--- src/rtl/fpu_f2i16_pkg.sv ---
// Shared types and constants for the FP16 -> int16 converter.
// Operand/status formats match the other FPU execute-stage units.
package fpu_f2i16_pkg;

   localparam int unsigned FP16_FRACW = 10;
   localparam int unsigned FP16_EXPW  = 5;
   localparam int unsigned FP16_BIAS  = 15;
   localparam int unsigned INT_W      = 16;
   localparam int unsigned ACC_W      = 32;
   localparam int unsigned ACC_FRACW  = 16;
   localparam int unsigned ACC_PAD    = ACC_FRACW - FP16_FRACW;
   localparam int unsigned CNT_W      = 4;

   // Exponent field values that select the dispatch path
   localparam logic [FP16_EXPW-1:0] EXP_HALF    = FP16_EXPW'(FP16_BIAS - 1);
   localparam logic [FP16_EXPW-1:0] EXP_ONE     = FP16_EXPW'(FP16_BIAS);
   localparam logic [FP16_EXPW-1:0] EXP_SAT     = FP16_EXPW'(FP16_BIAS + 15);
   localparam logic [FP16_EXPW-1:0] EXP_SPECIAL = FP16_EXPW'(31);

   localparam logic [INT_W-1:0] INT16_MAX = 16'h7FFF;
   localparam logic [INT_W-1:0] INT16_MIN = 16'h8000;

   typedef struct packed {
      logic                  sign;
      logic [FP16_EXPW-1:0]  exponent;
      logic [FP16_FRACW-1:0] frac;
   } fp16_t;

   typedef struct packed {
      logic z;
      logic c;
      logic n;
      logic v;
   } condCode_t;

   typedef struct packed {
      logic invalid;
      logic div_zero;
      logic overflow;
      logic underflow;
      logic inexact;
   } opStatusFlag_t;

   typedef enum logic [1:0] {
      F2I_IDLE,
      F2I_SHIFT,
      F2I_ROUND,
      F2I_DONE
   } f2iState_t;

   function automatic condCode_t make_cc(input logic [INT_W-1:0] val, input logic invalid);
      condCode_t cc;
      cc.z = (val == '0);
      cc.c = 1'b0;
      cc.n = val[INT_W-1];
      cc.v = invalid;
      return cc;
   endfunction

endpackage

--- src/rtl/fpu_f2i16_round.sv ---
// Round-to-nearest-even of a Q16.16 magnitude, sign application and
// int16 saturation.
module fpuRoundRNE
   import fpu_f2i16_pkg::*;
(
   input  logic [ACC_W-1:0] acc,
   input  logic             sticky,
   input  logic             sign,
   output logic [INT_W-1:0] result,
   output logic             inexact,
   output logic             overflow
);

   localparam logic [INT_W:0] POS_LIMIT = (INT_W+1)'(32767);
   localparam logic [INT_W:0] NEG_LIMIT = (INT_W+1)'(32768);

   logic [INT_W-1:0] int_part;
   logic             guard;
   logic             rest;
   logic             round_up;
   logic [INT_W:0]   mag;
   logic [INT_W-1:0] mag_lo;

   always_comb begin
      int_part = acc[ACC_W-1:ACC_FRACW];
      guard    = acc[ACC_FRACW-1];
      rest     = (|acc[ACC_FRACW-2:0]) | sticky;
      round_up = guard & (rest | acc[ACC_FRACW]);
      mag      = {1'b0, int_part} + (INT_W+1)'(round_up);
      mag_lo   = mag[INT_W-1:0];
      inexact  = guard | rest;
      // -32768 is representable, +32768 is not
      overflow = sign ? (mag > NEG_LIMIT) : (mag > POS_LIMIT);
      if (overflow) begin
         result = sign ? INT16_MIN : INT16_MAX;
      end else if (sign) begin
         result = ~mag_lo + INT_W'(1);
      end else begin
         result = mag_lo;
      end
   end

endmodule

--- src/rtl/fpu_f2i16.sv ---
// FP16 -> signed int16 converter: denormalizes with a one-bit-per-cycle
// shifter, rounds RNE and saturates; valid/ready on both sides.
module fpu_f2i16
   import fpu_f2i16_pkg::*;
(
   input  logic             clock,
   input  logic             reset_L,
   input  logic             inValid,
   output logic             inReady,
   input  fp16_t            fpIn,
   output logic             outValid,
   input  logic             outReady,
   output logic [INT_W-1:0] intOut,
   output condCode_t        condCodes,
   output opStatusFlag_t    opStatusFlags
);

   f2iState_t        state_q,     state_d;
   logic [ACC_W-1:0] acc_q,       acc_d;
   logic             sticky_q,    sticky_d;
   logic             sign_q,      sign_d;
   logic [CNT_W-1:0] cnt_q,       cnt_d;
   logic             left_q,      left_d;
   logic             in_ready_q,  in_ready_d;
   logic             out_valid_q, out_valid_d;
   logic [INT_W-1:0] int_out_q,   int_out_d;
   condCode_t        cc_q,        cc_d;
   opStatusFlag_t    flags_q,     flags_d;

   logic [INT_W-1:0] rnd_result;
   logic             rnd_inexact;
   logic             rnd_overflow;

   fpuRoundRNE u_round (
      .acc      (acc_q),
      .sticky   (sticky_q),
      .sign     (sign_q),
      .result   (rnd_result),
      .inexact  (rnd_inexact),
      .overflow (rnd_overflow)
   );

   // Next-state, datapath and registered-output logic
   always_comb begin
      state_d   = state_q;
      acc_d     = acc_q;
      sticky_d  = sticky_q;
      sign_d    = sign_q;
      cnt_d     = cnt_q;
      left_d    = left_q;
      int_out_d = int_out_q;
      flags_d   = flags_q;
      cc_d      = cc_q;

      case (state_q)
         F2I_IDLE: begin
            if (inValid) begin
               sign_d    = fpIn.sign;
               sticky_d  = 1'b0;
               // Hidden bit lands at weight 2^0 (bit 16) of the Q16.16 accumulator
               acc_d     = ACC_W'({1'b1, fpIn.frac, {ACC_PAD{1'b0}}});
               cnt_d     = '0;
               left_d    = 1'b1;
               int_out_d = '0;
               flags_d   = '0;
               if (fpIn.exponent == EXP_SPECIAL) begin
                  flags_d.invalid = 1'b1;
                  int_out_d       = (fpIn.sign && (fpIn.frac == '0)) ? INT16_MIN : INT16_MAX;
                  state_d         = F2I_DONE;
               end else if (fpIn.exponent < EXP_HALF) begin
                  flags_d.inexact = |fpIn.frac;
                  state_d         = F2I_DONE;
               end else if (fpIn.exponent >= EXP_SAT) begin
                  if (fpIn.sign && (fpIn.exponent == EXP_SAT) && (fpIn.frac == '0)) begin
                     int_out_d = INT16_MIN;
                  end else begin
                     int_out_d       = fpIn.sign ? INT16_MIN : INT16_MAX;
                     flags_d.invalid = 1'b1;
                  end
                  state_d = F2I_DONE;
               end else if (fpIn.exponent == EXP_HALF) begin
                  cnt_d   = CNT_W'(1);
                  left_d  = 1'b0;
                  state_d = F2I_SHIFT;
               end else begin
                  cnt_d   = CNT_W'(fpIn.exponent - EXP_ONE);
                  state_d = (fpIn.exponent == EXP_ONE) ? F2I_ROUND : F2I_SHIFT;
               end
            end
         end

         F2I_SHIFT: begin
            if (left_q) begin
               acc_d = {acc_q[ACC_W-2:0], 1'b0};
            end else begin
               acc_d    = {1'b0, acc_q[ACC_W-1:1]};
               sticky_d = sticky_q | acc_q[0];
            end
            cnt_d = cnt_q - CNT_W'(1);
            if (cnt_q == CNT_W'(1)) begin
               state_d = F2I_ROUND;
            end
         end

         F2I_ROUND: begin
            int_out_d       = rnd_result;
            flags_d         = '0;
            flags_d.invalid = rnd_overflow;
            flags_d.inexact = rnd_inexact;
            state_d         = F2I_DONE;
         end

         F2I_DONE: begin
            if (outReady) begin
               state_d = F2I_IDLE;
            end
         end

         default: begin
            state_d = F2I_IDLE;
         end
      endcase

      in_ready_d  = (state_d == F2I_IDLE);
      out_valid_d = (state_d == F2I_DONE);
      // Condition codes are captured once, when the result is published
      if ((state_d == F2I_DONE) && (state_q != F2I_DONE)) begin
         cc_d = make_cc(int_out_d, flags_d.invalid);
      end
   end

   always_ff @(posedge clock) begin
      if (!reset_L) begin
         state_q     <= F2I_IDLE;
         acc_q       <= '0;
         sticky_q    <= 1'b0;
         sign_q      <= 1'b0;
         cnt_q       <= '0;
         left_q      <= 1'b0;
         in_ready_q  <= 1'b1;
         out_valid_q <= 1'b0;
         int_out_q   <= '0;
         cc_q        <= '0;
         flags_q     <= '0;
      end else begin
         state_q     <= state_d;
         acc_q       <= acc_d;
         sticky_q    <= sticky_d;
         sign_q      <= sign_d;
         cnt_q       <= cnt_d;
         left_q      <= left_d;
         in_ready_q  <= in_ready_d;
         out_valid_q <= out_valid_d;
         int_out_q   <= int_out_d;
         cc_q        <= cc_d;
         flags_q     <= flags_d;
      end
   end

   assign inReady       = in_ready_q;
   assign outValid      = out_valid_q;
   assign intOut        = int_out_q;
   assign condCodes     = cc_q;
   assign opStatusFlags = flags_q;

endmodule

--- config.mk ---
export PLATFORM = sky130hd
export DESIGN_NAME = fpu_f2i16
export DESIGN_NICKNAME = d
export VERILOG_FILES = /design/src/rtl/fpu_f2i16_pkg.sv /design/src/rtl/fpu_f2i16_round.sv /design/src/rtl/fpu_f2i16.sv
export SDC_FILE = /design/constraint.sdc
export NUM_CORES = 1
export LEC_CHECK = 0
export CORE_UTILIZATION = 57
export CTS_CLUSTER_SIZE = 30
export DETAILED_ROUTE_END_ITERATION = 10
export PLACE_DENSITY_LB_ADDON = 0.05
export SLEW_MARGIN = 20
export SYNTH_ARGS = -nofsm -noshare
export SYNTH_HDL_FRONTEND = slang
export SYNTH_SLANG_ARGS = --single-unit
export TNS_END_PERCENT = 20
--- constraint.sdc ---
create_clock -name clock -period 3.7 [get_ports clock]
set_input_delay 0.74 -clock clock [delete_from_list [all_inputs] [get_ports clock]]
set_output_delay 0.74 -clock clock [all_outputs]
set_load 0.005 [all_outputs]
==> results.md <==
- completed — outcome
- 29.50% — part of the Yosys area used for sequential elements
- 0 — post-CTS setup-driven buffer insertion count
- 0.0005776 W — switching power of the nets
- 255 — violation count after the first detailed-routing iteration
- 687 — fillers
- 5 — DR pass1 iterations
- 0.9191 — Final GP Congestion
- 68.29% — final core occ
- 4980 um^2 — Post-Layout Inst Area
- 47 — Ports
- 9 — number of buffers added by the clock tree synthesis step
- 2778 um^2 — multi-input gate area in the final layout
- 4,220 — total via count in the routed design
- 0 ns — setup total negative slack
- sky130_fd_sc_hd__clkbuf_8 — buffer cell driving the clock tree root
- 349.1 nW/um^2 — total power divided by cell area
- 0 — number of flops mapped to enable cells by yosys
- 621 — net count of the finished layout
- 0.9588 ns — transition time at the pin with the least slew margin
- flip-flop to flip-flop — Setup CP Type
- 0 — final global-route overflow total
- flip-flop — capturing element type of the critical path
- 3.350 ns — time the final worst path needs with I/O delays and setup
- 0 — number of diodes added for antenna fixing
- 3 — count of H-tree levels built during CTS
- 48 — largest net degree at the start of global routing
- 27.70% — aggregate global-route resource usage
- sky130_fd_sc_hd__nor2_1 — most common library cell in the layout ignoring fill and taps
- no — setup repair after global routing missed its margin
- 6.037 — vias per cell
- 89.29 um — height of the chip
- 0.2323 ns — pre-CTS setup slack
- 0% — async set or reset register ratio after synthesis
- done — clock tree from TritonCTS
- 4343 um^2 — netlist area before placement
- 298.5 MHz — FMAX
- 0.08 ns — clock-pin slew of the registers on the worst-case setup and hold paths
- flip-flop — Worst Setup Start Kind
- 7292 um^2 — area of the placeable core
- 1282 um^2 — area occupied by registers
- 7.566 um^2 — average instance area after synthesis
- 30.2% — clock network fraction of design power
- 0 — number of hold-slack violations in the final timing report
- 574 — cell count after synthesis
- sky130_fd_sc_hd__nor2_1 (87), sky130_fd_sc_hd__dfxtp_1 (63), sky130_fd_sc_hd__a21oi_1 (61) — commonest cells after routing, fill and taps aside
- 10.48 mm — total routed wirelength
- 64 — total number of clock tree sinks
- 90.54% — post-route fraction of the period consumed by the critical path
- 14.66% — signed area change from the synthesized netlist to the final layout
- 36.08% — worst slew margin relative to its limit
- 3.61 ns — Crit path arrival time
- 3,730 — number of global-route vias before repair
- 0 — maxcap violations
- 0 — number of nets still failing antenna checks after routing
- 33.23% — switching power as a share of total power
- 4808 um^2 — Cell Area, Placed
- 0.35 ns — reg2reg setup slack
- 59.56% — effective utilization at floorplan
- 1.776 nW — Static Leakage
- 45.4% — sequential fraction of design power
- 0.3500 ns — post-route setup slack
- 0.001161 W — cell-internal power
- 0.01261 ns — worst-case clock skew
- 0.2544 mV — largest voltage drop on the vdd net
- 0.35 ns — clock latency at the later pin of the worst-skew pair
- 0 — Syn. warnings
- 683 — post-placement cell count
- flip-flop to flip-flop — worst min-delay path category
- 0 — number of hold-repair buffers added at the cts stage
- 2 — Max Buffers Root-to-Sink
- 7972 um^2 — Die ar.
- 0 — post-detailed-route DRC marker count
- 8.167% — fraction of layout instances using a drive strength above 1
- 3.96 ns — WP data required
- 31 — Core Rows
- 64 — number of storage elements in the synthesis netlist
- 0 — Slew Limit Fails
- 14.99 um — average wire length per cell after detail routing
- 24.3% — power share of the combinational group
- 0 — antenna violations before repair
- 7.641 mm — HPWL Detailed
- 89.29 um — width of the die
- 0 — number of resized instances in the post-cts repair step
- 17.25 mm — global-route wire length before repair
- sky130_fd_sc_hd__dfxtp_1 — most used flip-flop cell after synthesis
- 42 — number of I/O port buffers
- 699 — final std cells w/o fill
- 66 — unique cell type count in the Yosys netlist
- 0 — number of setup violations in the final report
- 4 — critical path peak fanout
## registers in the layout (all words and copies together), names as in the netlist, 2 cells and up
register	flops
condCodes	3
opStatusFlags	2
cnt_q	4
acc_q	32
state_q	2
intOut	16
## critical path, cell delays in order, from the launching register on
cell                        delay (ns)
sky130_fd_sc_hd__dfxtp_1          0.34
sky130_fd_sc_hd__nor4_1           0.42
sky130_fd_sc_hd__a41oi_1          0.31
sky130_fd_sc_hd__a2111oi_2        0.64
sky130_fd_sc_hd__nand3_1          0.22
sky130_fd_sc_hd__xnor2_1          0.16
sky130_fd_sc_hd__or3_1            0.31
sky130_fd_sc_hd__a2111oi_0        0.52
sky130_fd_sc_hd__a21oi_1          0.17
sky130_fd_sc_hd__o31ai_2          0.19
## final cells by class
| type | count | area share, % |
|---|---|---|
| well taps | 99 | 2.487 |
| flip-flops and latches | 64 | 25.75 |
| inverters | 15 | 1.131 |
| multi-input cells | 445 | 55.78 |
| clock buffers | 9 | 2.487 |
| repair buffers | 60 | 11.41 |
| clock inverters | 7 | 0.9548 |
## synthesized netlist by cell type (7+ instances only)
master | count | area [um^2]
sky130_fd_sc_hd__xor2_1 | 9 | 78.83
sky130_fd_sc_hd__nand4_1 | 8 | 50.05
sky130_fd_sc_hd__dfxtp_1 | 64 | 1281
sky130_fd_sc_hd__inv_1 | 14 | 52.55
sky130_fd_sc_hd__a211oi_1 | 15 | 112.6
sky130_fd_sc_hd__buf_4 | 8 | 60.06
sky130_fd_sc_hd__xnor2_1 | 23 | 201.4
sky130_fd_sc_hd__mux2i_1 | 36 | 360.4
sky130_fd_sc_hd__nand2_1 | 31 | 116.4
sky130_fd_sc_hd__o21ai_0 | 35 | 175.2
sky130_fd_sc_hd__a21oi_1 | 61 | 305.3
sky130_fd_sc_hd__buf_2 | 10 | 50.05
sky130_fd_sc_hd__nor4_1 | 11 | 68.82
sky130_fd_sc_hd__or3_1 | 7 | 43.79
sky130_fd_sc_hd__nand3_1 | 15 | 75.07
sky130_fd_sc_hd__clkbuf_1 | 32 | 120.1
sky130_fd_sc_hd__nor3_1 | 13 | 65.06
sky130_fd_sc_hd__nor2_1 | 87 | 326.6
sky130_fd_sc_hd__a31oi_1 | 8 | 50.05
## cell families after synthesis
logic type,share of synthesized area [%]
fa+ha+maj,1.729
compound gates,23.88
mux,8.816
simple gates,22.50
other cells,0.08635
buf+inv,7.030
xor+xnor,6.453
flops,29.50
## per-stage QoR
step,total power [W],hold WS [ns]
after floorplan,0.001096,0.4527
after global placement,0.001217,0.4430
after detailed placement,0.001223,0.4515
after CTS,0.001746,0.4613
after global routing,0.001841,0.4834
final,0.001738,0.4600
## per-layer routing
layer / wire [um] / vias to the layer above / track usage [%]
met1: 4938 / 1991 / 36.58
li1: - / 2099 / -
met5: 0 / - / 0
met4: 240 / 0 / 10.68
met3: 409 / 26 / 4.432
met2: 4888 / 104 / 45.45
## power by group through the flow
| stage | clock network [W] | logic, W | registers [W] |
|---|---|---|---|
| 2_1_floorplan | 0 | 0.000326 | 0.000770 |
| 3_3_place_gp | 0 | 0.000414 | 0.000804 |
| 3_5_place_dp | 0 | 0.000418 | 0.000805 |
| 4_1_cts | 0.000534 | 0.000422 | 0.000790 |
| 5_1_grt | 0.000570 | 0.000473 | 0.000797 |
| 6_report | 0.000525 | 0.000423 | 0.000790 |
## path summary, 6_finish.rpt
kind	startpoint	to	cells after the start
worst max-delay path	acc_q[7]$_SDFFE_PN0P_	condCodes[3]$_SDFFE_PN0P_	9
worst min register to register	condCodes[0]$_SDFFE_PN0P_	condCodes[0]$_SDFFE_PN0P_	2
worst max register to register	acc_q[7]$_SDFFE_PN0P_	condCodes[3]$_SDFFE_PN0P_	9
worst min-delay path	condCodes[0]$_SDFFE_PN0P_	condCodes[0]$_SDFFE_PN0P_	2
Power figures use the tool's default switching activity.
